===== src/rtl/duck_sprite_pkg.sv =====
// Shared sprite geometry, animation constants and ROM address helper
// for the duck sprite fetch pipeline.
package duck_sprite_pkg;

    localparam int SPRITE_W    = 56;
    localparam int SPRITE_H    = 56;
    localparam int FRAMES      = 3;
    localparam int FRAME_TICKS = 8;
    localparam int ADDR_W      = 14;

    localparam int FRAME_SIZE  = SPRITE_W * SPRITE_H;
    localparam int FRAME_IDX_W = $clog2(FRAMES);
    localparam int TICK_W      = $clog2(FRAME_TICKS);

    localparam logic [3:0] TRANSPARENT_IDX = 4'h0;

    typedef logic [9:0] pix_coord_t;
    typedef logic [FRAME_IDX_W-1:0] frame_idx_t;

    // Frames sit back-to-back in the ROM, each stored row-major.
    function automatic logic [ADDR_W-1:0] sprite_addr(input frame_idx_t f,
                                                      input logic [10:0] dy,
                                                      input logic [10:0] dx);
        return ADDR_W'(32'(f) * 32'(FRAME_SIZE) + 32'(dy) * 32'(SPRITE_W) + 32'(dx));
    endfunction

endpackage


===== src/rtl/duck_anim_counter.sv =====
// Animation sequencer: counts enabled frame_start pulses and steps the
// sprite frame index every FRAME_TICKS video frames.
module duck_anim_counter
    import duck_sprite_pkg::*;
(
    input  logic                   Clk,
    input  logic                   Reset,
    input  logic                   frame_start,
    input  logic                   duck_en,
    output logic [FRAME_IDX_W-1:0] frame_idx
);

    logic [TICK_W-1:0]      tick_q, tick_d;
    logic [FRAME_IDX_W-1:0] frame_q, frame_d;

    // duck_en low freezes both counters so the animation resumes in place.
    always_comb begin
        tick_d  = tick_q;
        frame_d = frame_q;
        if (frame_start && duck_en) begin
            if (tick_q == TICK_W'(FRAME_TICKS - 1)) begin
                tick_d  = '0;
                frame_d = (frame_q == FRAME_IDX_W'(FRAMES - 1)) ? '0
                                                                 : frame_q + FRAME_IDX_W'(1);
            end else begin
                tick_d = tick_q + TICK_W'(1);
            end
        end
    end

    always_ff @(posedge Clk or posedge Reset) begin
        if (Reset) begin
            tick_q  <= '0;
            frame_q <= '0;
        end else begin
            tick_q  <= tick_d;
            frame_q <= frame_d;
        end
    end

    assign frame_idx = frame_q;

endmodule


===== src/rtl/duck_sprite_fetch.sv =====
// Three-stage sprite fetch: box test and ROM address, ROM wait, then
// colour index capture with transparency-keyed hit flag.
module duck_sprite_fetch
    import duck_sprite_pkg::*;
(
    input  logic              Clk,
    input  logic              Reset,
    input  logic              frame_start,
    input  logic              pixel_valid_in,
    input  logic [9:0]        DrawX,
    input  logic [9:0]        DrawY,
    input  logic [9:0]        duck_x,
    input  logic [9:0]        duck_y,
    input  logic              duck_en,
    output logic [ADDR_W-1:0] rom_addr,
    input  logic [3:0]        rom_data,
    output logic [3:0]        index,
    output logic              hit,
    output logic              pixel_valid_out
);

    logic [FRAME_IDX_W-1:0] frame_idx;

    duck_anim_counter u_anim (
        .Clk         (Clk),
        .Reset       (Reset),
        .frame_start (frame_start),
        .duck_en     (duck_en),
        .frame_idx   (frame_idx)
    );

    logic [10:0] draw_x_w, draw_y_w, x_lo, y_lo, x_hi, y_hi, dx, dy;
    logic        inbox_s0;

    // 11-bit bounds so a sprite hanging off the right/bottom edge never wraps.
    always_comb begin
        draw_x_w = {1'b0, DrawX};
        draw_y_w = {1'b0, DrawY};
        x_lo     = {1'b0, duck_x};
        y_lo     = {1'b0, duck_y};
        x_hi     = x_lo + 11'(SPRITE_W);
        y_hi     = y_lo + 11'(SPRITE_H);
        dx       = draw_x_w - x_lo;
        dy       = draw_y_w - y_lo;
        inbox_s0 = duck_en && pixel_valid_in
                   && (draw_x_w >= x_lo) && (draw_x_w < x_hi)
                   && (draw_y_w >= y_lo) && (draw_y_w < y_hi);
    end

    logic [ADDR_W-1:0] rom_addr_q, rom_addr_d;
    logic              inbox1_q, inbox1_d, valid1_q, valid1_d;
    logic              inbox2_q, inbox2_d, valid2_q, valid2_d;
    logic [3:0]        index_q, index_d;
    logic              hit_q, hit_d, valid3_q, valid3_d;

    always_comb begin
        rom_addr_d = inbox_s0 ? sprite_addr(frame_idx, dy, dx) : '0;
        inbox1_d   = inbox_s0;
        valid1_d   = pixel_valid_in;
        inbox2_d   = inbox1_q;
        valid2_d   = valid1_q;
        index_d    = inbox2_q ? rom_data : TRANSPARENT_IDX;
        hit_d      = inbox2_q && (rom_data != TRANSPARENT_IDX);
        valid3_d   = valid2_q;
    end

    always_ff @(posedge Clk or posedge Reset) begin
        if (Reset) begin
            rom_addr_q <= '0;
            inbox1_q   <= 1'b0;
            valid1_q   <= 1'b0;
            inbox2_q   <= 1'b0;
            valid2_q   <= 1'b0;
            index_q    <= '0;
            hit_q      <= 1'b0;
            valid3_q   <= 1'b0;
        end else begin
            rom_addr_q <= rom_addr_d;
            inbox1_q   <= inbox1_d;
            valid1_q   <= valid1_d;
            inbox2_q   <= inbox2_d;
            valid2_q   <= valid2_d;
            index_q    <= index_d;
            hit_q      <= hit_d;
            valid3_q   <= valid3_d;
        end
    end

    assign rom_addr        = rom_addr_q;
    assign index           = index_q;
    assign hit             = hit_q;
    assign pixel_valid_out = valid3_q;

endmodule


===== config.mk =====
export PLATFORM = sky130hd
export DESIGN_NAME = duck_sprite_fetch
export DESIGN_NICKNAME = d
export VERILOG_FILES = /design/src/rtl/duck_sprite_pkg.sv /design/src/rtl/duck_anim_counter.sv /design/src/rtl/duck_sprite_fetch.sv
export SDC_FILE = /design/constraint.sdc
export NUM_CORES = 1
export LEC_CHECK = 0
export ABC_AREA = 1
export ABC_CLOCK_PERIOD_IN_PS = 2200
export BUFFER_PORTS_ARGS = -buffer_cell sky130_fd_sc_hd__buf_2
export CAP_MARGIN = 15
export CORE_MARGIN = 1.5
export CORE_UTILIZATION = 45
export CTS_CLUSTER_DIAMETER = 100
export DETAILED_ROUTE_END_ITERATION = 10
export GPL_ROUTABILITY_DRIVEN = 1
export GPL_TIMING_DRIVEN = 0
export PLACE_DENSITY = 0.71
export SLEW_MARGIN = 10
export SYNTH_ARGS = -nofsm -noshare
export SYNTH_HDL_FRONTEND = slang
export SYNTH_HIERARCHICAL = 1
export SYNTH_SLANG_ARGS = --single-unit

===== constraint.sdc =====
create_clock -name Clk -period 2.2 [get_ports Clk]
set_clock_uncertainty 0.1 [all_clocks]
set_input_delay 0 -clock Clk [delete_from_list [all_inputs] [get_ports Clk]]
set_output_delay 0 -clock Clk [all_outputs]
set_load 0.05 [all_outputs]

# [Word level (Yosys, flattened, before mapping)]
# Index checks and enable logic that the tools add are counted.
[classes] eq_ne=2 n_reduce_logical=9 addsub=8 magnitude_cmp=4 mux=4 multipliers=2
[op_table] operator="$add A10 B6 Y11 const B" n=2
[op_table] operator="$lt A10 B11 Y1" n=2
[op_table] operator="$sub A10 B10 Y11" n=2
[op_table] operator="$ge A10 B10 Y1" n=2
[op_table] operator="$add A14 B11 Y14" n=1
[op_table] operator="$add A14 B14 Y14" n=1
[op_table] operator="$mux W14" n=1
[op_table] operator="$mul A11 B3 Y11 const B" n=1
[op_table] operator="$mul A2 B6 Y8 const B" n=1
[op_table] operator="$logic_and A1 B1 Y1" n=7
[op_table] operator="$mux W4" n=1
[op_table] operator="$reduce_bool A4 Y1" n=1
[op_table] operator="$add A3 B1 Y3 const B" n=1
[op_table] operator="$eq A3 B3 Y1 const B" n=1
[op_table] operator="$mux W3" n=1
[op_table] operator="$add A2 B1 Y2 const B" n=1
[op_table] operator="$eq A2 B2 Y1 const B" n=1
[op_table] operator="$mux W2" n=1
[op_table] operator="$reduce_and A2 Y1" n=1
[totals] register_bits=29 inputBits=49 out_inout_bits=20 wordCells=39

# [Depth between registers and ports, before layout]
[depth] ltp_word=6 depth_mapped=32

# [By module]
# Netlist, hierarchy kept.
[by_module_without_submodules] mod="duck_sprite_fetch" area_each_um2=3565.9 cells_each=477 n_inst=1 seq_area_each_um2=600.6
[by_module_without_submodules] mod="duck_anim_counter" area_each_um2=250.2 cells_each=32 n_inst=1 seq_area_each_um2=125.1

# [Worst setup path before layout]
# OpenSTA, ideal clock, no wires.
[synth_timing] path_type="input-to-reg" start="input port duck_y[2]" end="register rom_addr_q[13] (netlist: rom_addr[13])" path_slack_ns=-2.119 arrival_time_ns=4.097 required_ns=1.978 path_stages=26 setup_ns=0.122 cell_sequence="inv_1 > ha_1 > a21o_1 > o21bai_1 > xor2_1 > inv_1 > fa_1 > inv_1 > ha_1 > nand3_1 > nand2_1 > a21oi_1 > o21ai_0 > xor2_1 > inv_1 > fa_1 > ha_1 > nand2_1 > nor3_1 > nand3_1 > nand3_1 > nand3_1 > nand2_1 > nand3_1 > nand2_1 > nor2_1"
[synth_between] elab_chain_len=5 word_cells_on_any_way=10 classes_between="add/sub (4); mul (1); order compare (2); mux (1); reduce/logical (2)"
[synth_rtl] element="start: declaration" line_no="duck_sprite_fetch.sv:13" text="input logic [9:0] duck_y,"
[synth_rtl] element="$sub A10 B10 Y11" line_no="duck_sprite_fetch.sv:44" text="dy = draw_y_w - y_lo;"
[synth_rtl] element="$mul A11 B3 Y11" line_no="duck_sprite_pkg.sv:24" text="return ADDR_W'(32'(f) * 32'(FRAME_SIZE) + 32'(dy) * 32'(SPRITE_W) + 32'(dx));"
[synth_rtl] element="$add A14 B14 Y14" line_no="duck_sprite_pkg.sv:24"
[synth_rtl] element="$add A14 B11 Y14" line_no="duck_sprite_pkg.sv:24"
[synth_rtl] element="$mux W14 (*)" line_no="duck_sprite_fetch.sv:57" text="rom_addr_d = inbox_s0 ? sprite_addr(frame_idx, dy, dx) : '0;"
[synth_rtl] element="net rom_addr_d[13]" line_no="duck_sprite_fetch.sv:50" text="logic [ADDR_W-1:0] rom_addr_q, rom_addr_d;"
[synth_rtl] element="end signal: assignment" line_no="duck_sprite_fetch.sv:78" text="rom_addr_q <= rom_addr_d;"
[synth_rtl] element="end: declaration" line_no="duck_sprite_fetch.sv:50"
# The timed path passes the listed nets; every way through them passes the cells marked *.
# A chain may end at the register's enable or synchronous reset.

# [Worst setup path after layout]
[layout_timing] start="input port DrawY[0]" end="register rom_addr_q[13] (netlist: rom_addr[13])"
[layout_between] elab_chain_len=5 word_cells_on_any_way=9 classes_between="add/sub (3); mul (1); order compare (2); mux (1); reduce/logical (2)"
[layout_rtl] element="start: declaration" line_no="duck_sprite_fetch.sv:11" text="input logic [9:0] DrawY,"
[layout_rtl] element="$sub A10 B10 Y11" line_no="duck_sprite_fetch.sv:44"
[layout_rtl] element="$mul A11 B3 Y11" line_no="duck_sprite_pkg.sv:24"
[layout_rtl] element="$add A14 B14 Y14" line_no="duck_sprite_pkg.sv:24"
[layout_rtl] element="$add A14 B11 Y14" line_no="duck_sprite_pkg.sv:24"
[layout_rtl] element="$mux W14 (*)" line_no="duck_sprite_fetch.sv:57"
[layout_rtl] element="net rom_addr_d[13]" line_no="duck_sprite_fetch.sv:50"
# Marked as above.

==> results.ini <==
[grt]
grt.overflow.total=0
antenna_found_initial=0
grtUsageMet2_pct=40.7
met1_usage_pct=26.5
grt_max_degree=25
grt_util_met3_pct=3.11
grt_busiest_layer=met2
grt_pass1_vias=3803
track_usage_pct=22.0
grt_pass1_wl_um=16000

[yosys]
synth_compound_area_share_pct=10.1
synth_area_um2=3820
ys_seq_area_share_pct=19.0
synth_top_area_cell=ha_1
syn_inst=509
synth-seq-cells=29
synthFlopType=dfrtp_1
synth-simple-area-share_pct=22.6
syn-mean-instance-area_um2=7.50
ys_types=37
async_flop_share_pct=100
synth-adder-area-share_pct=28.4
synth_xor_area_share_pct=9.61
yosysWarningCount=6
synthMuxAreaShare_pct=0
synth-edff-count=0
synthesis.nets=638
synth_top_family_by_area=adder cells
synth_top_cell_area_share_pct=22.6
synthTopCellsByArea=ha_1 (23%), dfrtp_1 (19%), nand2_1 (11%)

[drt]
wl_um=9270
drtIter0Drc=125
drc_errors=0
dr.pass1.iters=7
vias_per_cell=5.10
vias=3700
ant_nets=0
wire_per_inst_um=12.8

[floorplan]
die-width_um=95.1
start_util_pct=46.4
die_y_um=95.1
ios=69
die_area_um2=9040
rows=33
coreArea_um2=8220

[min_path]
hp-class=in2reg

[power_and_ir_drop]
p_switching_w=0.00464
combPwrFrac_pct=88.8
leakagePower_nw=2.87
switching_share_pct=49.3
ir_drop_mv=1.34
p_seq_share_pct=6.9
cellPowerDensity_nw_per_um2=1790
power_frac_clock_pct=4.4
fin_total_pwr_w=0.00942
intPower_w=0.00478

[critical_path]
start_kind=primary input
worst-path-max-fanout=5
rrSetupSlack_ns=-0.41
worstSetupPathType=in2reg
critical_path_arrival_ns=4.12
worst-endpoint-required_ns=2.26
endpoint_kind=flop

[clock_tree]
cts_tree=built
cts_root_buf=clkbuf_8
path_clk_slew_ns=0.06
h-tree-depth=2
clock-sinks=29
clk_latency_ns=0.27
clk_path_buf_depth=2
numCtsBuffers=5

[timing]
setup_ws_ns=-1.86
max_freq_ghz=0.246
relSlewSlack_pct=42.5
drv_slew=0
rsz0062_at_grt=true
worstMarginPinSlew_ns=0.862
fin_crit_sh_pct=185
period_minus_slack_ns=4.06
hold_violations=0
setup_violations=9

[run_status]
violations=negative setup slack
status=finished, violations left

[placed_design]
portBuffers=68
gp_congestion=0.851
detailed_place_hpwl_um=7120

[final_layout]
nNetsFinal=748
area_growth_pct=37.9
final_core_util_pct=64.1
drive_above_1_share_pct=33.7
antenna_cells=0

[flow_run]
drv_cap=0

==> cells by family (layout without fill, tap and decap cells) <==
family                   count (synthesis)  count (layout)
AO/OA/AOI/OAI                           64              64
XOR/XNOR                                41              41
adder cells (fa/ha/maj)                 80              80
buffers and inverters                  102             213
flip-flops                              29              29
AND/OR/NAND/NOR                        193             193
==> power by group through the flow <==
stage,clock network (W),logic [W],registers [W]
after CTS,0.000423,0.00769,0.000647
after detailed placement,0,0.00609,0.000655
after global routing,0.000454,0.00919,0.000654
final,0.000413,0.00836,0.000646
after global placement,0,0.00597,0.000651
after floorplan,0,0.00507,0.000697
==> repair_timing <==
item                                    in CTS  in global routing
gates resized for setup                     59                 11
endpoints found under the setup margin       9                  9
hold buffers                                10                  0
pin swaps                                   55                 14
setup buffers                               22                  4
endpoints found under the hold margin       41                  0
==> cell usage after synthesis, types with 3 or more instances <==
cell and n:
nand2_1 107, inv_1 94, ha_1 69, a21oi_1 30
nand3_1 30, dfrtp_1 29, xor2_1 29, nor2_1 27
fa_1 11, xnor2_1 11, a21o_1 9, nor2_2 9
o21ai_0 8, nand4_1 7, inv_2 5, nor3_1 5
a31oi_1 3, o21bai_1 3
==> flip-flops by register name, summed over array words and instances (netlist names) <==
signal / cells
rom_addr: 14
index: 4
u_anim/tick_q: 3
u_anim/frame_idx: 2
hit: 1
inbox1_q: 1
inbox2_q: 1
pixel_valid_out: 1
valid1_q: 1
valid2_q: 1
==> worst max-delay path, stage by stage <==
cell	delay [ns]
buf_8	0.11
inv_12	0.04
ha_4	0.13
inv_4	0.03
fa_2	0.38
xor2_2	0.22
inv_2	0.08
fa_1	0.56
inv_2	0.05
ha_4	0.16
fa_2	0.36
nand3_2	0.08
nand2_2	0.06
buf_4	0.15
xor2_1	0.15
inv_1	0.06
ha_1	0.31
ha_4	0.33
nand2_4	0.08
nor3_4	0.12
nand3_1	0.11
nand3_2	0.12
nand3_1	0.09
nand2_1	0.10
nand3_1	0.08
nand2_2	0.09
nor2_2	0.04
==> final timing paths <==
kind,start,endpoint,depth (start not counted)
max,DrawY[0],rom_addr[13],27
max in group asynchronous,Reset,rom_addr[12],3
min in group asynchronous,Reset,u_anim/frame_idx[1],3
min,DrawX[1],rom_addr[1],4
max reg2reg,u_anim/frame_idx[0],rom_addr[13],14
min reg2reg,valid2_q,pixel_valid_out,0
==> through the flow <==
step / instance area [um^2] / hold WS [ns] / setup TNS [ns] / cells / setup WS [ns]
after floorplan: 4080 / -0.321 / -12.85 / 509 / -1.88
after global placement: 4550 / -0.181 / -16.36 / 682 / -2.50
after detailed placement: 4550 / -0.179 / -16.80 / 682 / -2.59
after CTS: 5190 / 0.0546 / -12.64 / 722 / -1.81
after global routing: 5260 / 0.0733 / -14.26 / 725 / -2.04
final: 5260 / 0.0682 / -13.22 / 725 / -1.86
==> layout make-up <==
class | count | area, um^2
Sequential cell | 29 | 726
Tap cell | 105 | 131
Multi-Input combinational cell | 378 | 3250
Fill cell | 662 | 2950
Buffer | 2 | 22.5
Inverter | 100 | 393
Clock inverter | 3 | 17.5
Clock buffer | 5 | 68.8
Timing Repair Buffer | 103 | 656
==> cell usage in the layout (no fill, tap or decap), types with 2 or more instances in the layout <==
master          n
nand3_2         4
nand2_4         2
nor2_1         24
inv_4           2
inv_2          15
buf_6           6
xor2_4          2
xnor2_1        10
xnor2_2         2
a31oi_2         2
o21ai_0         6
a21o_1          9
dlygate4sd3_1  10
clkbuf_8        5
xor2_2          5
nand2_2        10
o21ai_2         2
buf_4          22
a211o_1         2
nand3b_1        2
a21oi_1        21
a21oi_2        11
nor2_2         11
fa_1            9
nor3_2          2
ha_1           47
nor3_4          3
nand3_1        25
nand4_1         7
fa_2            2
clkinv_2        2
o21ai_1         2
nor2_4          2
nand2_1        96
inv_1          81
dfrtp_1        29
buf_2          66
xor2_1         22
ha_4           21
==> metal layers <==
metal / vias up / wire length [um]
met3: 18 / 395
li1: 1855 / -
met2: 108 / 4730
met1: 1719 / 3970
met5: - / 0
met4: 0 / 178
(Power assumes the default switching activity.)
